`config.mk`:
```
export PLATFORM = sky130hd
export DESIGN_NAME = spi_image_transfer_ctrl
export DESIGN_NICKNAME = d
export VERILOG_FILES = /design/src/rtl/spi_image_transfer_ctrl.sv
export SDC_FILE = /design/constraint.sdc
export NUM_CORES = 1
export LEC_CHECK = 0
export BUFFER_PORTS_ARGS = -buffer_cell sky130_fd_sc_hd__buf_2
export CORE_UTILIZATION = 45
export CTS_CLUSTER_SIZE = 28
export DETAILED_ROUTE_END_ITERATION = 7
export HOLD_SLACK_MARGIN = 0.08
export PLACE_DENSITY = 0.67
export SYNTH_ARGS = -nofsm -noshare
export SYNTH_HDL_FRONTEND = slang
export SYNTH_SLANG_ARGS = --single-unit
```
`constraint.sdc`:
```
create_clock -name clk -period 7.5 [get_ports clk]
set_clock_uncertainty 0.2 [all_clocks]
set_input_delay 0.75 -clock clk [delete_from_list [all_inputs] [get_ports clk]]
set_output_delay 0.75 -clock clk [all_outputs]
set_load 0.02 [all_outputs]
```
`src/rtl/spi_image_transfer_ctrl.sv`:
```
// spi_image_transfer_ctrl
// Decodes SPI command bytes and moves image data between the SPI byte stream
// and the per-channel image BRAM. It also launches PDI runs under an optional
// watchdog and keeps a status byte with sticky error flags.
//
// Ports:
//   clk, rst        - clock; asynchronous active-high reset
//   spi_cycle_done  - one-cycle pulse per completed SPI byte
//   spi_byte_in     - byte received from spi_slave
//   spi_byte_out    - byte returned on the next SPI transfer
//   bram_addr       - BRAM address (write pointer or read address)
//   bram_channel    - channel select (01 R, 10 G, 11 B)
//   bram_we         - one-cycle write strobe per pixel byte
//   bram_data_in    - BRAM write data
//   bram_data_out   - BRAM read data, valid one clock after bram_addr changes
//   pdi_active      - PDI run request (level)
//   pdi_done        - PDI completion pulse
module spi_image_transfer_ctrl #(
  parameter int unsigned ADDR_W      = 17,
  parameter int unsigned DIM_W       = 16,
  parameter int unsigned MAX_PIXELS  = 76800,
  parameter int unsigned NUM_CH      = 3,
  parameter int unsigned PDI_TIMEOUT = 0
) (
  input  logic              clk,
  input  logic              rst,
  input  logic              spi_cycle_done,
  input  logic [7:0]        spi_byte_in,
  output logic [7:0]        spi_byte_out,
  output logic [ADDR_W-1:0] bram_addr,
  output logic [1:0]        bram_channel,
  output logic              bram_we,
  output logic [7:0]        bram_data_in,
  input  logic [7:0]        bram_data_out,
  output logic              pdi_active,
  input  logic              pdi_done
);

  localparam int unsigned PROD_W = 2 * DIM_W;
  localparam int unsigned CNT_W  = $clog2(MAX_PIXELS + 1);
  localparam int unsigned WD_W   = (PDI_TIMEOUT > 1) ? $clog2(PDI_TIMEOUT + 1) : 1;

  typedef enum logic [2:0] {
    S_IDLE,
    S_SIZE,
    S_WRITE,
    S_READ,
    S_PDI
  } state_t;

  state_t            state;
  logic              err_cmd;
  logic              err_size;
  logic              err_to;
  logic [1:0]        byte_cnt;
  logic [23:0]       size_buf;
  logic [CNT_W-1:0]  pixel_count;
  logic [CNT_W-1:0]  remaining;
  logic [ADDR_W-1:0] wr_ptr;
  logic [WD_W-1:0]   wd;

  logic [1:0]        cmd_op;
  logic [1:0]        cmd_ch;
  logic              ch_ok;
  logic [7:0]        status;
  logic [DIM_W-1:0]  dim_h;
  logic [DIM_W-1:0]  dim_w;
  logic [PROD_W-1:0] product;
  logic              size_bad;
  logic              wd_expired;

  // Command decode, status byte and size check helpers
  always_comb begin
    cmd_op     = spi_byte_in[3:2];
    cmd_ch     = spi_byte_in[1:0];
    ch_ok      = (cmd_ch != 2'd0) && (32'(cmd_ch) <= NUM_CH);
    status     = {(state == S_PDI), err_size, err_cmd, err_to, 2'b00, bram_channel};
    // Height is fully buffered; width's low byte is the byte arriving now
    dim_h      = DIM_W'(size_buf[23:8]);
    dim_w      = DIM_W'({size_buf[7:0], spi_byte_in});
    product    = PROD_W'(dim_h) * PROD_W'(dim_w);
    size_bad   = (dim_h == '0) || (dim_w == '0) || (product > PROD_W'(MAX_PIXELS));
    // Expires on the PDI_TIMEOUT-th clock after entering PDI
    wd_expired = (PDI_TIMEOUT != 0) && ((32'(wd) + 32'd1) >= PDI_TIMEOUT);
  end

  // Controller state machine with registered outputs
  always_ff @(posedge clk or posedge rst) begin
    if (rst) begin
      state        <= S_IDLE;
      spi_byte_out <= 8'h00;
      bram_addr    <= '0;
      bram_channel <= 2'b00;
      bram_we      <= 1'b0;
      bram_data_in <= 8'h00;
      pdi_active   <= 1'b0;
      err_cmd      <= 1'b0;
      err_size     <= 1'b0;
      err_to       <= 1'b0;
      byte_cnt     <= 2'd0;
      size_buf     <= 24'h0;
      pixel_count  <= '0;
      remaining    <= '0;
      wr_ptr       <= '0;
      wd           <= '0;
    end else begin
      bram_we <= 1'b0;
      unique case (state)
        S_IDLE: begin
          if (spi_cycle_done) begin
            // Status and PDI commands carry no channel, so only read/write
            // commands are channel-checked
            if ((cmd_op == 2'b01 || cmd_op == 2'b10) && !ch_ok) begin
              err_cmd <= 1'b1;
            end else begin
              unique case (cmd_op)
                2'b00: begin
                  spi_byte_out <= status;
                  err_cmd      <= 1'b0;
                  err_size     <= 1'b0;
                  err_to       <= 1'b0;
                end
                2'b01: begin
                  bram_channel <= cmd_ch;
                  byte_cnt     <= 2'd0;
                  state        <= S_SIZE;
                end
                2'b10: begin
                  bram_channel <= cmd_ch;
                  bram_addr    <= '0;
                  remaining    <= (pixel_count != '0) ? pixel_count : CNT_W'(MAX_PIXELS);
                  state        <= S_READ;
                end
                default: begin
                  pdi_active <= 1'b1;
                  wd         <= '0;
                  state      <= S_PDI;
                end
              endcase
            end
          end
        end

        S_SIZE: begin
          if (spi_cycle_done) begin
            size_buf <= {size_buf[15:0], spi_byte_in};
            byte_cnt <= byte_cnt + 2'd1;
            if (byte_cnt == 2'd3) begin
              if (size_bad) begin
                err_size <= 1'b1;
                state    <= S_IDLE;
              end else begin
                pixel_count <= CNT_W'(product);
                remaining   <= CNT_W'(product);
                wr_ptr      <= '0;
                state       <= S_WRITE;
              end
            end
          end
        end

        S_WRITE: begin
          if (spi_cycle_done) begin
            bram_data_in <= spi_byte_in;
            bram_addr    <= wr_ptr;
            bram_we      <= 1'b1;
            wr_ptr       <= wr_ptr + ADDR_W'(1);
            remaining    <= remaining - CNT_W'(1);
            if (remaining <= CNT_W'(1)) state <= S_IDLE;
          end
        end

        S_READ: begin
          if (spi_cycle_done) begin
            spi_byte_out <= bram_data_out;
            bram_addr    <= bram_addr + ADDR_W'(1);
            remaining    <= remaining - CNT_W'(1);
            if (remaining <= CNT_W'(1)) state <= S_IDLE;
          end
        end

        S_PDI: begin
          if (pdi_done) begin
            // Completion wins over a coincident SPI byte and watchdog expiry
            pdi_active <= 1'b0;
            state      <= S_IDLE;
            if (spi_cycle_done) spi_byte_out <= {1'b0, status[6:0]};
          end else if (wd_expired) begin
            pdi_active <= 1'b0;
            err_to     <= 1'b1;
            state      <= S_IDLE;
            if (spi_cycle_done) spi_byte_out <= 8'h80 | status;
          end else begin
            if (PDI_TIMEOUT != 0) wd <= wd + WD_W'(1);
            if (spi_cycle_done) spi_byte_out <= 8'h80 | status;
          end
        end

        default: state <= S_IDLE;
      endcase
    end
  end

endmodule

```
# After elaboration in Yosys (flattened, before gate mapping)
# Cells that the tools add are included.
# totals
ff_bits,119
in_bits,20
output_inout_bits,37
elab_cells,139
# op_classes
n_addsub,4
n_mul,1
order_cmp,2
eq_ne,24
mux,58
bitwise,2
reduce_logical,34
# ops
operator,count
17-bit two-way mux,17
17-bit case mux with 3 select lines,2
8-bit two-way mux,7
"17-bit by 1-bit adder with 17-bit output, second input constant",2
17-bit case mux with 2 select lines,1
"32-bit by 17-bit greater-than comparator with 1-bit output, second input constant",1
16-bit zero test,2
16-bit by 16-bit multiplier with 32-bit output,1
"2-bit != test, second input constant",14
8-bit case mux with 3 select lines,1
3-bit two-way mux,7
"17-bit by 1-bit less-or-equal comparator with 1-bit output, second input constant",1
17-bit nonzero test,1
"17-bit by 1-bit subtractor with 17-bit output, second input constant",1
8-bit AND reduction,2
5-bit AND reduction,3
1-bit two-way mux,13
3-bit case mux with 4 select lines,1
6-bit AND reduction,2
2-bit two-way mux,5
2-bit nonzero test,5
3-bit case mux with 3 select lines,1
3-bit nonzero test,3
4-bit AND reduction,2
20 further kinds,30

# Depth between registers and ports, before layout
# logic_depth
depth_word,7
mapped_depth,28

# Least setup slack after synthesis
# OpenSTA, ideal clock, no wires.
# synth_path
path_kind,input -> register
from,input port spi_byte_in[7]
to,register pixel_count[12]
arrival_time_ns,7.223
required_time_ns,7.175
setup_slack_ns,-0.048
path_stages,24
cell_sequence,clkbuf_1 -> clkbuf_1 -> nand2_1 -> fa_1 -> inv_1 -> fa_1 -> fa_1 -> fa_1 -> fa_1 -> inv_1 -> fa_1 -> inv_1 -> ha_1 -> clkbuf_1 -> nand2_1 -> o21ai_0 -> or4_1 -> a21oi_1 -> a2111oi_0 -> a2111oi_1 -> nand4_1 -> nor3_2 -> buf_4 -> mux2_2
# synth_between
elab_chain_cells,5
word_cells_on_any_way,7
# synth_lines
element,line,source
"start, declared",28,"input logic [7:0] spi_byte_in,"
16-bit by 16-bit multiplier with 32-bit output or 16-bit zero test (tied branches),"81, 82",
32-bit by 17-bit greater-than comparator with 1-bit output or 1-bit logical OR (tied branches),82,size_bad = (dim_h == '0) || (dim_w == '0) || (product > PROD_W'(MAX_PIXELS));
1-bit logical OR,82,
1-bit inverter (no source line),-,
4-bit AND reduction (no source line),-,
"end signal, assigned",153,pixel_count <= CNT_W'(product);
"end, declared",57,logic [CNT_W-1:0] pixel_count;
# Several ways; a longest one is shown, not always the timed one.
# A chain may end at the register's enable or synchronous reset.

# Final worst setup path
# layout_path
from,register size_buf[16]
to,register pixel_count[5]
# layout_between
elab_chain_cells,5
word_cells_on_any_way,7
# layout_lines
element,line,source
"start, declared",56,logic [23:0] size_buf;
"start signal, assigned",146,"size_buf <= {size_buf[15:0], spi_byte_in};"
16-bit by 16-bit multiplier with 32-bit output or 16-bit zero test (tied branches),"81, 82",
32-bit by 17-bit greater-than comparator with 1-bit output or 1-bit logical OR (tied branches),82,
1-bit logical OR (*),82,
1-bit inverter (no source line) (*),-,
4-bit AND reduction (no source line) (*),-,
# Mark *: on every way between the ends. The rest lies on a longest branch, timed or not.

==> impl_results.md <==
- Async SR Flop Fraction: 100%
- Ant. Diodes: 0
- Clk buf depth: 2
- Synthesized area per cell: 8.74 um2
- First-pass GRT wire length: between 60 and 70 mm
- Hold Path Depth: 2
- Chip width: 185 um
- Slew @ Worst Pin: 1010 ps
- CP Data Required Time: 7610 ps
- Synth Net Count: 2,048
- Flop2flop setup slack: 190 ps
- Grt ovf: 0
- Hold_ws: about 270 ps
- CORE AREA: 0.0327 mm2
- Crit Reg-Reg Endpoint: pixel_count[5]
- Warnings, synthesis: 0
- Gr usage total: between 20% and 30%
- Hold_sp: bram_data_in[5]
- Clock tree sinks: 119
- RR Startpoint: size_buf[16]
- #FFs+latches synth: 119
- Reg2Reg Depth: 21
- Initial Util: 46.0%
- Fin. Hold Viols: 0
- Clk Latency, worst-skew pair: 430 ps
- WHS Endpoint: bram_data_in[5]
- Netlist cell types: 75
- Outcome: completed
- Main synth FF type: dfrtp_1
- WL final: 41.5 mm
- Layout cells sized above 1: around 17%
- # nets final: 2,158
- Worst hold path class: register to register
- Max-slew headroom: 32.4%
- Peak Freq: between 100 and 150 MHz
- DRT Pass-1 Iters: 6
- Filler cells: ~3,000
- CTS buffer count: 17
- Full die area: 0.0342 mm2
- Crit start category: register
- Initial antenna violation count: 0
- # IOs: 57
- Wirelength per Cell: 18.2 um
- Max Cap Viol: 0
- # rows: 66
- Vias in the first global route: 12,862
- Final cycle utilization of the critical path: between 90% and 100%
- Cells after synthesis: 1,721
- WP data arrival: 7420 ps
- Number of I/O port buffers: 56
- Minimum clock period: 7310 ps
- # H-tree levels: 4
- Final Slew Violations: 0
- Worst-path fanout max: 17
- Antenna Nets Post-Route: 0
- Final setup violation count: 0
- 1st-iter DRT viols: slightly below 1,000
- Setup TNS: 0 ps
- Largest net degree at the start of global routing: just under 70
- CTS root buffer: clkbuf_16
- Clk slew on worst S/H paths: about 60 ps
- Mapped cell area: 0.0150 mm2
- Post-route DRC: 0
- Routed via count: about 13,000
- Setup crit end kind: register
- Die Y: 185 um
- Sequential share of the synthesized area: between 10% and 20%
- Post-synth EDFFs: 0
- Placed wire-length estimate: around 32 mm
- CTS tree: yes
- Setup Crit Path Kind: register to register
- Vias per cell: approximately 5.6
- Final Wtd Congestion: 0.892
- Synth-to-Final Area Change: 15.6%
## state kept, by name, indices dropped and copies added (netlist names), 3 cells and up
register      cells
remaining        17
pixel_count      17
state             3
bram_addr        17
spi_byte_out      8
wr_ptr           17
size_buf         24
bram_data_in      8
## per-stage QoR
stage | cell area, um2 | setup slack, ps | instances | utilization (%)
floorplan | 15000 | 24.3 | 1721 | -
global placement | 16500 | -200 | 2241 | 50.5
detailed placement | 16500 | -295 | 2241 | 50.5
CTS | 17100 | 28.3 | 2273 | 52.3
global route | 17400 | -29.8 | 2286 | 53.2
finish | 17400 | 190 | 2286 | 53.2
## logic make-up after synthesis
kind of cell,Yosys count,share of synthesized area (%)
AND/OR/NAND/NOR,595,18.8
adder cells (fa/ha/maj),307,35.2
buffers and inverters,334,8.48
AO/OA/AOI/OAI,280,11.7
XOR/XNOR,27,1.57
multiplexers,59,4.42
flip-flops,119,19.8
## placed cells by master, fill, tap and decap left out, types with 9 or more instances in the layout
cell and count:
buf_2 56, fa_1 192, a21o_1 15, a31oi_1 14, clkbuf_16 17, inv_1 222
mux2i_1 17, nor3_1 32, nand3_1 29, o22ai_1 9, and3_1 19, xnor2_1 16
mux2_2 36, nand4_1 14, dfrtp_1 103, a21oi_1 67, o21ai_0 83, nand2_1 268
xor2_1 11, ha_1 107, dfrtp_2 15, buf_4 130, nor2_1 65, nor4_1 17
and2_1 117
## worst max-delay path by stage
| stage | slack [ps] | depth (start not counted) | start | to |
|---|---|---|---|---|
| 6_report | 190 | 21 | size_buf[16] | pixel_count[5] |
| 5_1_grt | -30 | 22 | size_buf[13] | pixel_count[5] |
| 4_1_cts | 30 | 23 | size_buf[14] | pixel_count[5] |
| 3_5_place_dp | -300 | 24 | spi_byte_in[4] | pixel_count[9] |
| 3_3_place_gp | -200 | 27 | spi_byte_in[4] | pixel_count[13] |
| 2_1_floorplan | 20 | 25 | spi_byte_in[6] | pixel_count[12] |
## synthesized netlist by cell type (4+ instances only)
cell	instances	share of area (%)
a31oi_1	15	0.62
or2_2	6	0.25
a21oi_1	72	2.4
ha_1	113	9.4
xor2_1	11	0.64
o211ai_1	4	0.20
nand2_1	268	6.7
dfrtp_1	119	20
a221oi_1	6	0.35
o221ai_1	4	0.23
o21ai_1	4	0.13
fa_1	194	26
nor4_1	18	0.75
inv_1	223	5.6
o31ai_1	6	0.30
nand2b_1	4	0.17
nand4_1	14	0.58
o21ai_0	84	2.8
nor3_1	33	1.1
a32o_1	5	0.33
a22oi_1	4	0.20
mux2i_1	17	1.1
a21o_1	15	0.75
and2_1	117	4.9
nor2_1	65	1.6
o21a_1	8	0.40
nand3_1	29	0.96
mux2_2	36	2.7
o22ai_1	10	0.42
and3_1	19	0.79
mux2_4	6	0.60
a211o_1	6	0.35
or3_1	8	0.33
clkbuf_1	103	2.6
xnor2_1	16	0.93
## layout make-up
type                    count  area, um2  share of cell area [%]
inverters                 224        843                    4.85
multi-input cells        1268      10900                    62.8
repair buffers            201       1480                    8.50
clock buffers              21        470                    2.71
clock inverters            11        124                   0.712
flip-flops and latches    119       3000                    17.3
well taps                 442        553                    3.18
## layer usage
metal / vias to the layer above / track usage, % / part of all wire, %
li1: 5860 / - / -
met1: 6377 / 31.0 / 41
met2: 430 / 43.5 / 51
met3: 68 / 3.60 / 5.6
met4: 0 / 8.66 / 2.4
met5: - / 0 / 0
## timing repair
| item | 4_1_cts | 5_1_grt |
|---|---|---|
| endpoints found under the setup margin | 10 | 50 |
| pin swaps | 0 | 12 |
| hold buffers | 0 | 0 |
| buffers inserted | 0 | 13 |
| resized for setup | 3 | 47 |
## worst max-delay path: stages, from the launching register on
cell and delay, ps:
dfrtp_4 480, buf_4 180, buf_4 160, and2_1 170, fa_1 560, fa_1 440, fa_1 520, fa_1 520
fa_1 530, ha_1 320, ha_1 320, a21oi_1 280, o21ai_0 200, or4_1 490, a21oi_1 110, a2111oi_0 70
a2111oi_1 340, nand4_1 270, buf_4 270, nor3_4 230, buf_12 190, mux2_2 340
Power is left out: the tool's default activity adds up to more than one toggle a clock period on the data nets, which glitch-free logic cannot reach.
